--- src/rtl/sha256_pad_if.sv ---
// Byte-in / block-out handshake bundle between the message source, the SHA-256
// padder and the compression core.
`timescale 1ns/1ps
interface sha256_pad_if;
    logic         in_valid;
    logic [7:0]   in_byte;
    logic         in_last;
    logic         in_ready;
    logic         out_valid;
    logic [511:0] out;
    logic         new_hash;
    logic         last_block;
    logic         out_ready;

    modport slave (
        input  in_valid, in_byte, in_last, out_ready,
        output in_ready, out_valid, out, new_hash, last_block
    );

    modport master (
        output in_valid, in_byte, in_last, out_ready,
        input  in_ready, out_valid, out, new_hash, last_block
    );
endinterface

--- src/rtl/sha256_pad.sv ---
// FIPS 180-4 message padder: packs bytes big-endian into 512-bit blocks, appends
// 0x80 / zeros / 64-bit bit length, and flags the first and final block of each message.
`timescale 1ns/1ps
module sha256_pad #(
    parameter int LEN_W = 61
) (
    input  logic         clk_i,
    input  logic         rst_ni,
    sha256_pad_if.slave  bus
);

    localparam logic [1:0] S_FILL   = 2'd0;
    localparam logic [1:0] S_SEND   = 2'd1;
    localparam logic [1:0] S_SEND_X = 2'd2;

    logic [1:0]       r_state;
    logic [511:0]     r_buf;
    logic [5:0]       r_idx;
    logic [LEN_W-1:0] r_len;
    logic             r_first;
    logic             r_pend;
    logic             r_in_ready;
    logic             r_out_valid;
    logic             r_new_hash;
    logic             r_last_block;

    logic             w_acc;
    logic             w_hs;
    logic [6:0]       w_n;
    logic [LEN_W-1:0] w_len_inc;
    logic [511:0]     w_pad80;
    logic [511:0]     w_len_part;
    logic [511:0]     w_fill_blk;
    logic [511:0]     w_x_blk;

    // Byte pos of the block occupies bits [511-8*pos -: 8].
    function automatic logic [511:0] put_byte(input logic [5:0] pos, input logic [7:0] b);
        put_byte = {504'd0, b} << {~pos, 3'b000};
    endfunction

    function automatic logic [63:0] len_bits(input logic [LEN_W-1:0] l);
        len_bits = 64'({l, 3'b000});
    endfunction

    assign w_acc      = bus.in_valid & r_in_ready;
    assign w_hs       = r_out_valid & bus.out_ready;
    assign w_n        = {1'b0, r_idx} + 7'd1;
    assign w_len_inc  = r_len + LEN_W'(1'b1);

    // Bytes beyond idx are always zero in r_buf, so padding can be OR-ed in.
    assign w_pad80    = (bus.in_last && (w_n <= 7'd63)) ? put_byte(w_n[5:0], 8'h80) : 512'd0;
    assign w_len_part = (bus.in_last && (w_n <= 7'd55)) ? {448'd0, len_bits(w_len_inc)} : 512'd0;
    assign w_fill_blk = r_buf | put_byte(r_idx, bus.in_byte) | w_pad80 | w_len_part;

    // idx wraps to 0 only when the final byte filled the whole block, so the 0x80 moves here.
    assign w_x_blk    = {((r_idx == 6'd0) ? 8'h80 : 8'h00), 440'd0, len_bits(r_len)};

    assign bus.in_ready   = r_in_ready;
    assign bus.out_valid  = r_out_valid;
    assign bus.out        = r_buf;
    assign bus.new_hash   = r_new_hash;
    assign bus.last_block = r_last_block;

    // Fill / send / extra-block sequencing with registered handshake outputs.
    always_ff @(posedge clk_i) begin
        if (!rst_ni) begin
            r_state      <= S_FILL;
            r_buf        <= 512'd0;
            r_idx        <= 6'd0;
            r_len        <= '0;
            r_first      <= 1'b1;
            r_pend       <= 1'b0;
            r_in_ready   <= 1'b0;
            r_out_valid  <= 1'b0;
            r_new_hash   <= 1'b0;
            r_last_block <= 1'b0;
        end else begin
            case (r_state)
                S_FILL: begin
                    r_in_ready <= 1'b1;
                    if (w_acc) begin
                        r_buf <= w_fill_blk;
                        r_idx <= r_idx + 6'd1;
                        r_len <= w_len_inc;
                        if (bus.in_last) begin
                            r_state      <= S_SEND;
                            r_in_ready   <= 1'b0;
                            r_out_valid  <= 1'b1;
                            r_new_hash   <= r_first;
                            r_last_block <= (w_n <= 7'd55);
                            r_pend       <= (w_n > 7'd55);
                        end else if (r_idx == 6'd63) begin
                            r_state      <= S_SEND;
                            r_in_ready   <= 1'b0;
                            r_out_valid  <= 1'b1;
                            r_new_hash   <= r_first;
                            r_last_block <= 1'b0;
                        end
                    end
                end
                S_SEND: begin
                    if (w_hs) begin
                        if (r_pend) begin
                            r_buf        <= w_x_blk;
                            r_state      <= S_SEND_X;
                            r_new_hash   <= 1'b0;
                            r_last_block <= 1'b1;
                        end else begin
                            r_buf        <= 512'd0;
                            r_idx        <= 6'd0;
                            r_first      <= r_last_block;
                            r_state      <= S_FILL;
                            r_in_ready   <= 1'b1;
                            r_out_valid  <= 1'b0;
                            r_new_hash   <= 1'b0;
                            r_last_block <= 1'b0;
                            if (r_last_block) begin
                                r_len <= '0;
                            end
                        end
                    end
                end
                S_SEND_X: begin
                    if (w_hs) begin
                        r_buf        <= 512'd0;
                        r_idx        <= 6'd0;
                        r_len        <= '0;
                        r_first      <= 1'b1;
                        r_pend       <= 1'b0;
                        r_state      <= S_FILL;
                        r_in_ready   <= 1'b1;
                        r_out_valid  <= 1'b0;
                        r_new_hash   <= 1'b0;
                        r_last_block <= 1'b0;
                    end
                end
                default: begin
                    r_state     <= S_FILL;
                    r_buf       <= 512'd0;
                    r_idx       <= 6'd0;
                    r_len       <= '0;
                    r_first     <= 1'b1;
                    r_pend      <= 1'b0;
                    r_in_ready  <= 1'b0;
                    r_out_valid <= 1'b0;
                end
            endcase
        end
    end

endmodule
--- src/flat_wrapper.sv ---
// flat-port wrapper written by rule: the top's interface ports become plain ports
module sha256_pad_flat 
#(
    parameter int LEN_W = 61
)
  (clk_i, rst_ni, bus_in_valid, bus_in_byte, bus_in_last, bus_out_ready, bus_in_ready, bus_out_valid, bus_out, bus_new_hash, bus_last_block);
  sha256_pad_if bus_i ();
  input  logic clk_i;
  input  logic rst_ni;
  input wire logic [$bits(bus_i.in_valid)-1:0] bus_in_valid;
  input wire logic [$bits(bus_i.in_byte)-1:0] bus_in_byte;
  input wire logic [$bits(bus_i.in_last)-1:0] bus_in_last;
  input wire logic [$bits(bus_i.out_ready)-1:0] bus_out_ready;
  output wire logic [$bits(bus_i.in_ready)-1:0] bus_in_ready;
  output wire logic [$bits(bus_i.out_valid)-1:0] bus_out_valid;
  output wire logic [$bits(bus_i.out)-1:0] bus_out;
  output wire logic [$bits(bus_i.new_hash)-1:0] bus_new_hash;
  output wire logic [$bits(bus_i.last_block)-1:0] bus_last_block;
  assign bus_i.in_valid = bus_in_valid;
  assign bus_i.in_byte = bus_in_byte;
  assign bus_i.in_last = bus_in_last;
  assign bus_i.out_ready = bus_out_ready;
  assign bus_in_ready = bus_i.in_ready;
  assign bus_out_valid = bus_i.out_valid;
  assign bus_out = bus_i.out;
  assign bus_new_hash = bus_i.new_hash;
  assign bus_last_block = bus_i.last_block;
  sha256_pad #(.LEN_W(LEN_W)) u_core (.clk_i(clk_i), .rst_ni(rst_ni), .bus(bus_i));
endmodule
--- config.mk ---
export PLATFORM = sky130hd
export DESIGN_NAME = sha256_pad_flat
export DESIGN_NICKNAME = d
export VERILOG_FILES = /design/src/rtl/sha256_pad_if.sv /design/src/rtl/sha256_pad.sv /design/src/flat_wrapper.sv
export SDC_FILE = /design/constraint.sdc
export NUM_CORES = 1
export LEC_CHECK = 0
export ABC_CLOCK_PERIOD_IN_PS = 3140
export BUFFER_PORTS_ARGS = -buffer_cell sky130_fd_sc_hd__buf_4
export CORE_MARGIN = 2
export CORE_UTILIZATION = 35
export DETAILED_ROUTE_END_ITERATION = 10
export GPL_TIMING_DRIVEN = 0
export SYNTH_ARGS = -nofsm -noshare
export SYNTH_HDL_FRONTEND = slang
export SYNTH_SLANG_ARGS = --single-unit
export TNS_END_PERCENT = 50
--- constraint.sdc ---
create_clock -name clk_i -period 3.14 [get_ports clk_i]
set_clock_uncertainty 0.15 [all_clocks]
set_input_delay 0.157 -clock clk_i [delete_from_list [all_inputs] [get_ports clk_i]]
set_output_delay 0.157 -clock clk_i [all_outputs]
set_load 0.1 [all_outputs]
==> impl_metrics.yaml, run 1 <==
outcome:
  status: "completed"
routing:
  avgViaCountPerCell: 5.68
  drtIter0Drc: 3045
  routed_wl_microns: 116000
  dr.pass1.iters: 6
  ant_nets: 0
  vias: 24869
  drc: 0
  wl_per_cell_microns: 26.5
pwr:
  irDropWorstVdd_v: 0.000352
  p_leak_nw: 12.7
  powerDensity_nw_per_um2: 561
  p_total_mw: 17.5
grt:
  overflow: 0
  grt_pass1_vias: 22231
  grt_max_degree: 17
  grt_pass1_wl_microns: 163000
  antenna_found_initial: 2
  track_usage_pct: 31.9
cells_and_area:
  fill_cells: 6610
  final_common_cell: "nor2_1"
  drive_gt1_share_pct: 24.4
  final_area_sq_um: 31200
  nets: 3491
  synthToLayoutAreaGrowth_pct: 33.1
  seq_area_sq_um: 11800
  final_cell_mix: "nor2_1, dfxtp_1, a21oi_1"
  n_antenna_cell: 0
  final_cells: 4381
  multi_input_area_sq_um: 10700
setup_path:
  start_kind: "register"
  cp_top_family: "buffers and inverters"
  crit_path_frequent_cell: "clkbuf_1"
  crit_slowest_cell: "clkbuf_1"
  crit_path_end_kind: "register"
  cp.buffers_inverters: 3
  cp.arrival_ps: 3440
  worstPathRequired_ps: 3490
  path_max_fanout: 10
  path_cells: "inv_1 > ha_2 > a2bb2oi_4 > o21ai_2 > clkbuf_1 > clkbuf_1 > nor2_1"
  worstSetupPathType: "register to register"
  max_stage_delay_ps: 670
synth:
  synth-edff-count: 0
  syn_nets: 2889
  synth-xor-area-share_pct: 0.823
  syn_area_per_cell_sq_um: 8.17
  synth_compound_area_share_pct: 22.8
  ys_ff_latch: 587
  ys_warn_count: 0
  synthSimpleGateAreaFrac_pct: 19.3
  synth_top_family_by_area: "compound AO/OA/AOI/OAI gates"
  synthMuxAreaShare_pct: 0.967
  async_flop_share_pct: 0
  synth_area_leaders: "dfxtp_1, a21oi_1, nor2_1, clkbuf_1, a221oi_1"
  synthAdderAreaFrac_pct: 0.588
  yosysSeqAreaShare_pct: 50.2
  yosysTopAreaCell: "dfxtp_1"
  synth_ff_type: "dfxtp_1"
  synthCells: 2865
  netlist.area_leader.share_pct: 50.2
  yosys.cell_types.count: 77
  synth_area_sq_um: 23400
sta:
  tightest_slew_ps: 1440
  slew_headroom_pct: 3.96
  whs_ps: 103
  timing.final.crit_share_pct: 98.4
  final_max_slew_viol_count: 0
  fin_ws_ps: 50.1
  rsz0062_at_grt: "no"
  setup_viol: 0
  achievable-frequency_mhz: 324
  finalCriticalPeriod_ps: 3090
  final_hold_viol_count: 0
clock_tree:
  cts_tree: "built"
  clk_pin_slew_ps: 70
  cts.htree.levels: 2
  cts_buffers: 60
  clk_path_buf_depth: 3
  root_buffer: "clkbuf_16"
  insertion_delay_ps: 650
  cts_sinks: 587
die:
  core-area_sq_um: 66000
  die_area_sq_um: 69000
  start_util_pct: 35.5
  die_h_microns: 263
  fp.dieW_microns: 263
  io_pins: 529
  rows: 94
placed_design:
  globalplace.congestion: 0.965
  placed_area_sq_um: 28500
  place_inst: 4259
  hpwl_microns: 86600
  dp_slack_ps: -1090
  io_buffers: 527
min_path:
  min_path_type: "input pin to register"
flow_run:
  maxCapViolCount: 0
## metrics by stage
step / TNS (ps) / util, %
2_1_floorplan: 0 / -
3_3_place_gp: -360090 / 43.1
3_5_place_dp: -309030 / 43.2
4_1_cts: -47.1 / 46.8
5_1_grt: 0 / 47.2
6_report: 0 / 47.2
## cells by family (layout without fill, tap and decap cells)
family	Yosys count	count (layout)
simple gates	1015	1015
compound gates	905	905
flops	587	587
buf+inv	305	957
xor+xnor	22	22
fa+ha+maj	11	11
mux	20	20
## timing repair
action                                 4_1_cts  5_1_grt
endpoints found under the hold margin       13        0
buffers inserted                             6       10
gates resized for setup                     91       79
hold buffers                                 4        0
setup endpoints to repair                  574      338
pin swaps                                    4       10
## flip-flops by register name, summed over array words and instances (netlist names)
signal and cells:
u_core.r_pend 1, u_core.r_state 2, u_core.bus.last_block 1, u_core.r_len 61
u_core.r_idx 6, u_core.r_first 1, u_core.bus.in_ready 1, u_core.bus.out_valid 1
u_core.bus.out 512, u_core.bus.new_hash 1
## worst paths after layout
check,from,to,slack (ps),depth (start not counted)
setup / recovery,u_core.r_state[1],u_core.r_state[0],50,7
hold reg to reg,u_core.bus.out[301],u_core.bus.out[301],320,2
setup reg to reg,u_core.r_state[1],u_core.r_state[0],50,7
hold / removal,bus_in_byte[6],u_core.bus.out[382],100,5
## per-layer routing
metal | up-vias | GRT usage [%] | wire length [microns]
li1 | 11185 | - | -
met1 | 12098 | 40.3 | 45800
met2 | 1329 | 52.4 | 54100
met3 | 253 | 7.84 | 11300
met4 | 4 | 12.3 | 4700
met5 | - | 0 | 23
## synthesized netlist by cell type (all sizes together), types with 5 or more instances
| library cell | number |
|---|---|
| or4 | 5 |
| and4 | 6 |
| a2bb2oi | 15 |
| a21o | 10 |
| a31oi | 8 |
| a21oi | 572 |
| or2 | 6 |
| dfxtp | 587 |
| or3 | 9 |
| nor3 | 53 |
| a221oi | 71 |
| nand2b | 12 |
| o21a | 8 |
| xnor2 | 15 |
| a22oi | 30 |
| and3 | 32 |
| and2 | 49 |
| nand3 | 36 |
| nand2 | 122 |
| buf | 60 |
| a211oi | 17 |
| nor4 | 17 |
| xor2 | 7 |
| o32a | 12 |
| o211ai | 11 |
| o31ai | 5 |
| a221o | 7 |
| o22ai | 10 |
| mux2 | 18 |
| ha | 11 |
| nand4 | 27 |
| inv | 30 |
| o21ai | 97 |
| a2111oi | 12 |
| nor2 | 627 |
| clkbuf | 214 |
## power breakdown
part | leakage (nW) | total (mW) | switching [mW] | internal (mW)
logic | 6.95 | 2.33 | 1.90 | 0.429
registers | 4.73 | 7.55 | 0.0570 | 7.49
clock network | 1.02 | 7.60 | 3.28 | 4.32
total | 12.7 | 17.5 | 5.24 | 12.2
## area by class of cell
class | count | share of cell area [%]
multi-input combinational | 1973 | 34.4
buffer | 261 | 3.85
timing repair buffer | 553 | 13.6
clock inverter | 32 | 1.22
clock buffer | 80 | 5.45
inverter | 31 | 0.373
sequential | 587 | 37.7
tap | 864 | 3.47
## worst register-to-register path, stage by stage, from the launching register on
cell,delay [ps]
dfxtp_1,380
inv_1,90
ha_2,260
a2bb2oi_4,250
o21ai_2,370
clkbuf_1,670
clkbuf_1,680
nor2_1,120
Power figures use the tool's default switching activity.
==> run 2, diff against run 1 <==
Settings changed: BUFFER_PORTS_ARGS -buffer_cell sky130_fd_sc_hd__buf_4 to default, DONT_BUFFER_PORTS from default to 1.
==> run 2 against run 1 <==
Against the previous run:
- the flow now finishes with violations (max-capacitance violations, max-slew violations, negative setup slack)
- critical path type unchanged
- via count down 6.8%
- core utilization down 5.6 points
- sequential share of layout area up 5.1 points
- cell count down 11%
- first-iteration DRC count down 16%
- global-route usage up 0.063 points
- hold slack worse by 86 ps
==> impl_metrics.yaml, run 2 (synthesis results as in run 1) <==
outcome:
  status: "finished with violations"
  violations: "max-capacitance violations, max-slew violations, negative setup slack"
grt:
  overflow: 0
  grt_pass1_wl_microns: 162000
  grt_pass1_vias: 20970
  antenna_found_initial: 6
  track_usage_pct: 32.0
  grt_max_degree: 15
cells_and_area:
  fill_cells: 6701
  drive_gt1_share_pct: 11.7
  fin_util_pct: 41.6
  final_common_cell: "nor2_1"
  synthToLayoutAreaGrowth_pct: 17.3
  largest_reg_flops: 512
  nets: 2985
  final_cell_mix: "nor2_1, dfxtp_1, a21oi_1"
routing:
  dr.pass1.iters: 6
  avgViaCountPerCell: 5.98
  drc: 0
  vias: 23182
  drtIter0Drc: 2544
  ant_nets: 0
  wl_per_cell_microns: 29.6
  routed_wl_microns: 115000
die:
  start_util_pct: 35.5
  rows: 94
  core-area_sq_um: 66000
  die_h_microns: 263
  io_pins: 529
  fp.dieW_microns: 263
  die_area_sq_um: 69000
clock_tree:
  cts_sinks: 587
  cts_tree: "built"
  clk_pin_slew_ps: 60
  cts_buffers: 66
  clk_path_buf_depth: 3
  cts.htree.levels: 3
  insertion_delay_ps: 620
  root_buffer: "clkbuf_16"
setup_path:
  worstPathRequired_ps: 3530
  cp.buffers_inverters: 4
  crit_path_frequent_cell: "clkbuf_1"
  crit_path_end_kind: "register"
  max_stage_delay_ps: 520
  path_cells: "clkbuf_1 > and3_1 > clkbuf_1 > clkbuf_2 > buf_2 > nand2_1 > a21oi_1 > o211ai_1 > o21ai_0"
  worstSetupPathType: "register to register"
  path_max_fanout: 10
  start_kind: "register"
  cp_top_family: "buffers and inverters"
  cp.arrival_ps: 3620
  crit_slowest_cell: "dfxtp_1"
sta:
  rsz0062_at_grt: "yes"
  final_max_slew_viol_count: 9
  slew_headroom_pct: -5.85
  whs_ps: 17.9
  timing.final.crit_share_pct: 103
  setup_viol: 4
  tightest_slew_ps: 1580
  fin_ws_ps: -91.8
  achievable-frequency_mhz: 309
  finalCriticalPeriod_ps: 3230
  final_hold_viol_count: 0
placed_design:
  io_buffers: 0
  hpwl_microns: 84500
  globalplace.congestion: 0.980
min_path:
  min_path_type: "input pin to register"
pwr:
  p_leak_nw: 9.98
  powerDensity_nw_per_um2: 648
  irDropWorstVdd_v: 0.000342
flow_run:
  maxCapViolCount: 1
-- run 2: final cells by class --
cell class / instances / area, sq um / area share [%]
sequential: 587 / 11800 / 42.8
multi-input combinational: 1973 / 10700 / 39.1
clock buffer: 94 / 1930 / 7.02
buffer: 264 / 1240 / 4.52
tap: 864 / 1080 / 3.94
timing repair buffer: 38 / 333 / 1.21
clock inverter: 23 / 268 / 0.975
inverter: 31 / 116 / 0.424
antenna: 4 / 10.0 / 0.0364
-- run 2: repair_timing --
action | CTS | global route
resized for setup | 124 | 62
hold endpoints to repair | 78 | 0
pin swaps | 7 | 10
setup buffers | 11 | 14
setup endpoints to repair | 583 | 520
hold buffers | 11 | 0
-- run 2: report_power, final --
group	switching, mW	leakage [nW]	internal (mW)
registers	0.327	4.73	7.49
logic	1.68	4.19	0.396
clock network	3.40	1.07	4.51
total	5.40	9.98	12.4
-- run 2: final timing paths --
check,startpoint,to,slack (ps),cells after the start
setup reg to reg,u_core.r_idx[3],u_core.bus.out[42],-90,9
hold / removal,bus_in_last,u_core.bus.out[7],20,4
setup / recovery,u_core.r_idx[3],u_core.bus.out[42],-90,9
hold reg to reg,u_core.r_len[1],u_core.r_len[1],370,2
-- run 2: routing by layer --
layer  routed length (microns)  GRT usage (%)
met4                      5610           14.2
met1                     43200           38.1
met3                     14100           12.3
met2                     52000           51.1
met5                        50              0
-- run 2: tightest hold or removal path: cells and delay by family --
family             cells  cell delay, ps
AOI/OAI and AO/OA      3             440
and+or+nand+nor        1             140
-- run 2: metrics by stage --
step | power (mW) | area (sq um) | TNS, ps | setup slack, ps | std cells
global placement | 9.85 | 24500 | -651980 | -1920 | 3729
floorplan | 8.95 | 23400 | 0 | 165 | 2865
finish | 17.8 | 27500 | -153 | -91.8 | 3878
detailed placement | 9.84 | 24500 | -588490 | -1690 | 3731
global route | 18.2 | 27500 | -166 | -56.2 | 3876
CTS | 17.7 | 27200 | -55.4 | -17.9 | 3866
